**src/rtl/stg_mo_sq.sv**
```systemverilog
// Memory-operation stage: in-order store queue drained in the background, loads issued on the selected port.
// Define STG_MO_SQ_FWD_EN to forward exact-match queued stores to loads instead of stalling.
module stg_mo_sq #(
  parameter int DATA_W   = 24,
  parameter int ADDR_W   = 48,
  parameter int NPORTS   = 2,
  parameter int SQ_DEPTH = 4,
  parameter int SB_W     = 16
) (
  input  logic                       iw_clk,
  input  logic                       iw_rst,
  input  logic                       iw_valid,
  input  logic                       iw_is_load,
  input  logic                       iw_is_store,
  input  logic                       iw_is48,
  input  logic                       iw_fence,
  input  logic [$clog2(NPORTS)-1:0]  iw_port,
  input  logic [ADDR_W-1:0]          iw_addr,
  input  logic [ADDR_W-1:0]          iw_wdata,
  input  logic [ADDR_W-1:0]          iw_result,
  input  logic [SB_W-1:0]            iw_sb,
  output logic                       ow_stall,
  output logic                       ow_valid,
  output logic [ADDR_W-1:0]          ow_result,
  output logic [SB_W-1:0]            ow_sb,
  output logic                       ow_sq_empty,
  output logic [NPORTS-1:0]          ow_mem_re,
  output logic [NPORTS-1:0]          ow_mem_we,
  output logic [NPORTS-1:0]          ow_mem_is48,
  output logic [NPORTS*ADDR_W-1:0]   ow_mem_addr,
  output logic [NPORTS*ADDR_W-1:0]   ow_mem_wdata,
  input  logic [NPORTS*ADDR_W-1:0]   iw_mem_rdata,
  input  logic [NPORTS-1:0]          iw_mem_busy
);
  localparam int QW  = $clog2(SQ_DEPTH);
  localparam int CW  = QW + 1;
  localparam int PW  = $clog2(NPORTS);
  localparam int AW1 = ADDR_W + 1;
  localparam logic [ADDR_W-1:0] NARROW_MASK = {{(ADDR_W-DATA_W){1'b0}}, {DATA_W{1'b1}}};

  typedef enum logic {IDLE, DRAIN} state_t;
  state_t state, state_next;

  logic [ADDR_W-1:0] sq_addr [SQ_DEPTH];
  logic [ADDR_W-1:0] sq_data [SQ_DEPTH];
  logic              sq_w    [SQ_DEPTH];
  logic [QW-1:0]     head, tail, idx;
  logic [CW-1:0]     count, count_next;

  logic [AW1-1:0]    ld_lo, ld_hi, e_lo, e_hi;
  logic              any_ovl, hazard, need_mem, port_busy;
  logic              load_stall, fence_stall, store_stall, stall;
  logic              load_use, pop, accept, enq, full;
  logic [PW-1:0]     drain_port;
  logic [ADDR_W-1:0] rdata_sel, ld_result;
`ifdef STG_MO_SQ_FWD_EN
  logic              fwd_ok;
  logic [ADDR_W-1:0] fwd_data;
`endif

  // Scan oldest to youngest so the youngest overlapping entry has the final say.
  always_comb begin
    ld_lo   = {1'b0, iw_addr};
    ld_hi   = ld_lo + AW1'(iw_is48);
    any_ovl = 1'b0;
    idx     = head;
    e_lo    = '0;
    e_hi    = '0;
`ifdef STG_MO_SQ_FWD_EN
    fwd_ok   = 1'b0;
    fwd_data = '0;
`endif
    for (int unsigned i = 0; i < SQ_DEPTH; i++) begin
      idx  = head + QW'(i);
      e_lo = {1'b0, sq_addr[idx]};
      e_hi = e_lo + AW1'(sq_w[idx]);
      if (CW'(i) < count && ld_lo <= e_hi && e_lo <= ld_hi) begin
        any_ovl = 1'b1;
`ifdef STG_MO_SQ_FWD_EN
        if (sq_addr[idx] == iw_addr && sq_w[idx] == iw_is48) begin
          fwd_ok   = 1'b1;
          fwd_data = sq_data[idx];
        end else begin
          fwd_ok = 1'b0;
        end
`endif
      end
    end
`ifdef STG_MO_SQ_FWD_EN
    hazard   = any_ovl & ~fwd_ok;
    need_mem = iw_is_load & ~fwd_ok;
`else
    hazard   = any_ovl;
    need_mem = iw_is_load;
`endif
  end

  always_comb begin
    rdata_sel = '0;
    port_busy = 1'b0;
    for (int unsigned p = 0; p < NPORTS; p++) begin
      if (iw_port == PW'(p)) begin
        rdata_sel = iw_mem_rdata[p*ADDR_W +: ADDR_W];
        port_busy = iw_mem_busy[p];
      end
    end
  end

  // Load port usage is resolved without the store-full term, keeping pop free of a loop through stall.
  assign load_stall  = iw_is_load & (hazard | (need_mem & port_busy));
  assign fence_stall = iw_fence & (count != '0);
  assign load_use    = iw_valid & ~iw_rst & need_mem & ~load_stall & ~fence_stall;
  assign full        = (count == CW'(SQ_DEPTH));
  assign store_stall = iw_is_store & full & ~pop;
  assign stall       = iw_valid & ~iw_rst & (store_stall | fence_stall | load_stall);
  assign accept      = iw_valid & ~iw_rst & ~stall;
  assign enq         = accept & iw_is_store;
  assign ow_stall    = stall;
  assign ow_sq_empty = (count == '0);

  always_comb begin
    pop        = 1'b0;
    drain_port = '0;
    if (state == DRAIN && !iw_rst) begin
      for (int unsigned p = 0; p < NPORTS; p++) begin
        if (!pop && !iw_mem_busy[p] && !(load_use && iw_port == PW'(p))) begin
          pop        = 1'b1;
          drain_port = PW'(p);
        end
      end
    end
    count_next = count + CW'(enq) - CW'(pop);
    state_next = (count_next != '0) ? DRAIN : IDLE;
  end

  always_comb begin
    ow_mem_re    = '0;
    ow_mem_we    = '0;
    ow_mem_is48  = '0;
    ow_mem_addr  = '0;
    ow_mem_wdata = '0;
    for (int unsigned p = 0; p < NPORTS; p++) begin
      if (load_use && iw_port == PW'(p)) begin
        ow_mem_re[p]                     = 1'b1;
        ow_mem_is48[p]                   = iw_is48;
        ow_mem_addr[p*ADDR_W +: ADDR_W]  = iw_addr;
      end
      if (pop && drain_port == PW'(p)) begin
        ow_mem_we[p]                     = 1'b1;
        ow_mem_is48[p]                   = sq_w[head];
        ow_mem_addr[p*ADDR_W +: ADDR_W]  = sq_addr[head];
        ow_mem_wdata[p*ADDR_W +: ADDR_W] = sq_data[head];
      end
    end
  end

  always_comb begin
    ld_result = iw_result;
    if (iw_is_load) begin
`ifdef STG_MO_SQ_FWD_EN
      ld_result = fwd_ok ? fwd_data : rdata_sel;
`else
      ld_result = rdata_sel;
`endif
      if (!iw_is48) ld_result = ld_result & NARROW_MASK;
    end
  end

  always_ff @(posedge iw_clk or posedge iw_rst) begin
    if (iw_rst) begin
      state <= IDLE;
      head  <= '0;
      tail  <= '0;
      count <= '0;
    end else begin
      state <= state_next;
      count <= count_next;
      if (enq) tail <= tail + QW'(1);
      if (pop) head <= head + QW'(1);
    end
  end

  always_ff @(posedge iw_clk) begin
    if (enq) begin
      sq_addr[tail] <= iw_addr;
      sq_data[tail] <= iw_is48 ? iw_wdata : (iw_wdata & NARROW_MASK);
      sq_w[tail]    <= iw_is48;
    end
  end

  always_ff @(posedge iw_clk or posedge iw_rst) begin
    if (iw_rst) begin
      ow_valid  <= 1'b0;
      ow_result <= '0;
      ow_sb     <= '0;
    end else begin
      ow_valid <= accept;
      if (accept) begin
        ow_result <= ld_result;
        ow_sb     <= iw_sb;
      end
    end
  end
endmodule
```
**config.mk**
```make
export PLATFORM = sky130hd
export DESIGN_NAME = stg_mo_sq
export DESIGN_NICKNAME = d
export VERILOG_FILES = /design/src/rtl/stg_mo_sq.sv
export SDC_FILE = /design/constraint.sdc
export NUM_CORES = 2
export LEC_CHECK = 0
export ABC_AREA = 0
export ABC_CLOCK_PERIOD_IN_PS = 8600
export CAP_MARGIN = 15
export CORE_ASPECT_RATIO = 0.8
export CORE_MARGIN = 4
export CORE_UTILIZATION = 51
export DETAILED_ROUTE_END_ITERATION = 16
export GPL_ROUTABILITY_DRIVEN = 0
export GPL_TIMING_DRIVEN = 0
export MAX_ROUTING_LAYER = met4
export PLACE_DENSITY_LB_ADDON = 0.25
export SYNTH_ARGS = -nofsm -noshare
export SYNTH_HDL_FRONTEND = slang
export SYNTH_SLANG_ARGS = --single-unit
```
**constraint.sdc**
```tcl
create_clock -name iw_clk -period 8.6 [get_ports iw_clk]
set_input_delay 1.29 -clock iw_clk [delete_from_list [all_inputs] [get_ports iw_clk]]
set_output_delay 1.29 -clock iw_clk [all_outputs]
set_load 0.01 [all_outputs]
```
==> results.md <==
- The count of distinct cell types in the synthesized netlist is 91.
- Dividing the final minimum period by the clock period gives 101%.
- After the last flow step, the layout net total stands at 4513.
- In this run the cell area of the synthesized design comes to 36800 sq um.
- The count of clock tree sinks is 461.
- The number of hold violations in the final report was 0.
- The TritonCTS clock tree is done.
- Summing all non-filler instances in the final layout gives an area of 48600 sq um.
- The detailed router put a total of 55.8 mm of wire on met1.
- The clock tree synthesis step divided the H-tree into 2 levels.
- The initial antenna violation count is 8.
- The count of boundary I/O pins is 531.
- The final reports fail on setup timing.
- Measured against its own limit, the worst slew margin works out to 22.4%.
- The part of the total power dissipated in sequential elements is 19.2%.
- The highest clock frequency the design can meet is 115 MHz.
- The accumulated negative setup slack is -1100 ps.
- The core area is 71000 sq um.
- The largest net degree at the start of global routing is 59.
- Data on the critical path arrives at its endpoint at 7400 ps.
- The setup-violating endpoint count in the final report is 25.
- The area enclosed by the die boundary is 76600 sq um.
- The via density per instance is 6.63.
- The worst hold-check slack is 505 ps.
- The die is 308 um wide.
- The largest individual stage delay along the critical path comes from the cell sky130_fd_sc_hd__nor4_2.
- The worst stage delay on the critical path is 440 ps.
- Wires add up to 146 mm.
- The count of TritonRoute iterations in the first routing pass is 6.
- Wire segments on met2 add up to 62.1 mm in the final route.
- The clock latency at the later pin of the worst-skew pair is 650 ps.
- The routed layout has 32000 vias.
- Of the cells placed in the final design, the portion with a size suffix greater than 1 is 29.0%.
- The post-detailed-placement cell area is 43500 sq um.
- IR analysis of the VDD net gives a maximum drop of 0.216 mV.
- The flow ran to the end, but the final reports show violations.
- In the routed design, unresolved DRC markers number 0.
- Between clock sinks in the finished design, the worst skew comes to 46.2 ps.
- The count of input and output buffers is 529.
- The share of the synthesized area in the top cell type is 31.7%.
- The post-detailed-route count of antenna-violating nets is 0.
- The worst setup path is of the primary input to output pin kind.
- Combinational cells account for 64.8% of the total power.
- The number of synthesized flops with an enable pin is 388.
- The layout has 5149 filler cells.
- The fraction of registers with async set or reset after synthesis is 15.8%.
- From bottom edge to top edge, the die measures 248 um.
- Dividing total power by cell area gives a power density of 298 nW/um^2.
- The clock passes through at most 3 buffers.
- In this run the worst path has a maximum fanout of 9.
- The highest metal layer used by the detailed router is met4.
- For this block, the initial DRC count from the detailed router was 3960.
- Dividing the detail-routed wire length by the instance count gives 30.3 um.
- The number of pins with negative max-slew slack in the final report is 0.
- The most area-hungry cell type in the Yosys netlist is sky130_fd_sc_hd__edfxtp_1.
- The setup slack after placement is -4580 ps.
- The effective utilization at floorplan is 51.9%.
- By area the synthesized netlist is led by sky130_fd_sc_hd__edfxtp_1, sky130_fd_sc_hd__ha_1, sky130_fd_sc_hd__mux4_2, sky130_fd_sc_hd__dfrtp_1, sky130_fd_sc_hd__xor2_1.
- The worst setup path is captured at an output pin.
- The number of standard cells after synthesis is 3060.
- After detailed routing, the met3 layer carries 20.6 mm of wire.
- The area growth from synthesis to layout is 32.0%.
- STA puts the critical path data required time at 7310 ps.
- The global-route congestion overflow total is 0.
- Row generation in the floorplan step produced 87 rows.
- Counting I/O delays and the setup requirement, the final critical path takes 8690 ps.
- The flop and latch count out of synthesis is 461.
- The number of nets handed over by synthesis was 3729.
- The net switching fraction of the power is 43.9%.
- The slew at the pin with the worst max-slew slack is 1160 ps.
- After synthesis, flip-flops and latches occupy 36.6% of the total area.
- The Yosys step of the flow raised 0 warnings.
- The internal power is 8.11 mW.
- For this design the static power due to leakage is 19.4 nW.
- After clock tree synthesis, the clock-pin slew on the worst setup and hold paths is 60 ps.
- The dominant synthesized flop cell is sky130_fd_sc_hd__edfxtp_1.
- Averaged over all synthesized cells, the footprint is 12.0 sq um.
- The worst setup path is launched from a primary input.
- The overall routing resource usage is 38.1%.
- The number of max-cap violations is 0.
- The global-route wire length before repair is 207 mm.
- The min-delay analysis places its worst path in the category register to register.
- After layout, the worst setup slack is -94.3 ps.
- The cts-stage hold buffer count is 0.
- The clock network accounts for 16.0% of the total power.
- The HPWL after detailed placement is 106 mm.
- The analysis attributes to net switching a power of 6.34 mW.
- The number of buffers inserted during clock tree synthesis is 49.
- The clock root buffer is sky130_fd_sc_hd__clkbuf_16.
- Setup repair after global routing could not meet its margin everywhere.
- The number of global-route vias before repair is 30400.
## kinds of logic (layout without fill, tap and decap cells)
logic type	after synthesis	after routing	synth area share [%]
AOI/OAI and AO/OA	495	495	9.15
xor gates and xnor gates	234	234	5.57
adders and majority gates	403	403	13.7
buffers and inverters	209	1033	3.57
DFF	461	461	36.6
muxes	370	370	18.3
other	0	9	0
and+or+nand+nor	888	888	13.0
## registers in the layout, indices dropped and copies added, names as in the netlist
signal	count
tail	2
state	1
ow_sb	16
sq_w	4
ow_result	48
ow_valid	1
head	2
count	3
sq_addr	192
sq_data	192
## final timing paths
check,slack (ps),cells past startpoint,startpoint,to
setup / recovery,-90,29,iw_addr[2],ow_mem_addr[85]
hold / removal,500,1,ow_result[34],ow_result[34]
setup reg to reg,600,35,head[0],state
hold reg to reg,500,1,ow_result[34],ow_result[34]
max in group asynchronous,7040,3,iw_rst,ow_result[36]
min in group asynchronous,950,2,iw_rst,ow_result[27]
## stage by stage
step | instances | power, mW | util (%)
floorplan | 3060 | 7.96 | -
global placement | 4523 | 10.7 | 61.0
detailed placement | 4534 | 10.8 | 61.3
CTS | 4746 | 13.7 | 67.0
global route | 4826 | 15.1 | 68.4
finish | 4827 | 14.5 | 68.4
## synthesized netlist by cell type, types with 93 or more instances
cell type                  count
sky130_fd_sc_hd__a21oi_1     151
sky130_fd_sc_hd__a22o_1       93
sky130_fd_sc_hd__and2_1      137
sky130_fd_sc_hd__edfxtp_1    388
sky130_fd_sc_hd__ha_1        402
sky130_fd_sc_hd__mux4_2      216
sky130_fd_sc_hd__nand2_1     181
sky130_fd_sc_hd__nand3_1     113
sky130_fd_sc_hd__nand4_1     111
sky130_fd_sc_hd__nor2_1      142
sky130_fd_sc_hd__xnor2_1     104
sky130_fd_sc_hd__xor2_1      130
## timing repair
| action | in CTS | in global routing |
|---|---|---|
| pin swaps | 96 | 64 |
| gates cloned | 15 | 0 |
| gates resized for setup | 1278 | 168 |
| buffers inserted | 113 | 84 |
| setup endpoints to repair | 660 | 200 |
## power groups by stage
stage	Clock, mW	Sequential (mW)	Combinational (mW)
after global routing	2.42	2.80	9.87
final	2.31	2.78	9.37
after global placement	0	2.81	7.87
after floorplan	0	2.86	5.10
after detailed placement	0	2.81	8.01
after CTS	2.32	2.77	8.62
## cells in the final DEF (no fill, tap or decap), drive strengths merged, types with 47 or more instances in the layout
cell	Yosys	layout
ha	402	402
nand3	118	118
xor2	130	130
clkdlybuf4s50	0	302
buf	78	467
a21oi	152	152
nand4	114	114
xnor2	104	104
clkbuf	50	109
inv	79	83
and2	138	138
a21o	54	54
o21ai	59	59
mux2i	71	71
mux4	219	219
nand2	182	182
mux2	80	80
and3	47	47
dfrtp	73	73
edfxtp	388	388
nor2	146	146
a22o	93	93
## cell type report
cell class / instances / area (sq um) / share of cell area, %
tap: 934 / 1170 / 2.41
clock buffer: 52 / 1250 / 2.57
inverter: 79 / 319 / 0.657
buffer: 117 / 1680 / 3.47
antenna: 9 / 22.5 / 0.0464
sequential: 461 / 13500 / 27.7
clock inverter: 39 / 488 / 1.00
multi-input combinational: 2390 / 23200 / 47.8
timing repair buffer: 746 / 6940 / 14.3
## routing by layer
layer,up-vias,GRT usage [%]
met5,-,-
met4,0,16.0
met3,442,12.5
met2,2206,53.4
met1,15700,50.9
li1,13600,-
## worst max-delay path, delay by kind of cell
kind | cells | cell delay, ps
AOI/OAI and AO/OA | 5 | 1260
adders and majority gates | 1 | 320
buffers and inverters | 7 | 1170
xor gates and xnor gates | 1 | 380
and+or+nand+nor | 15 | 2930
Power figures use the tool's default switching activity.
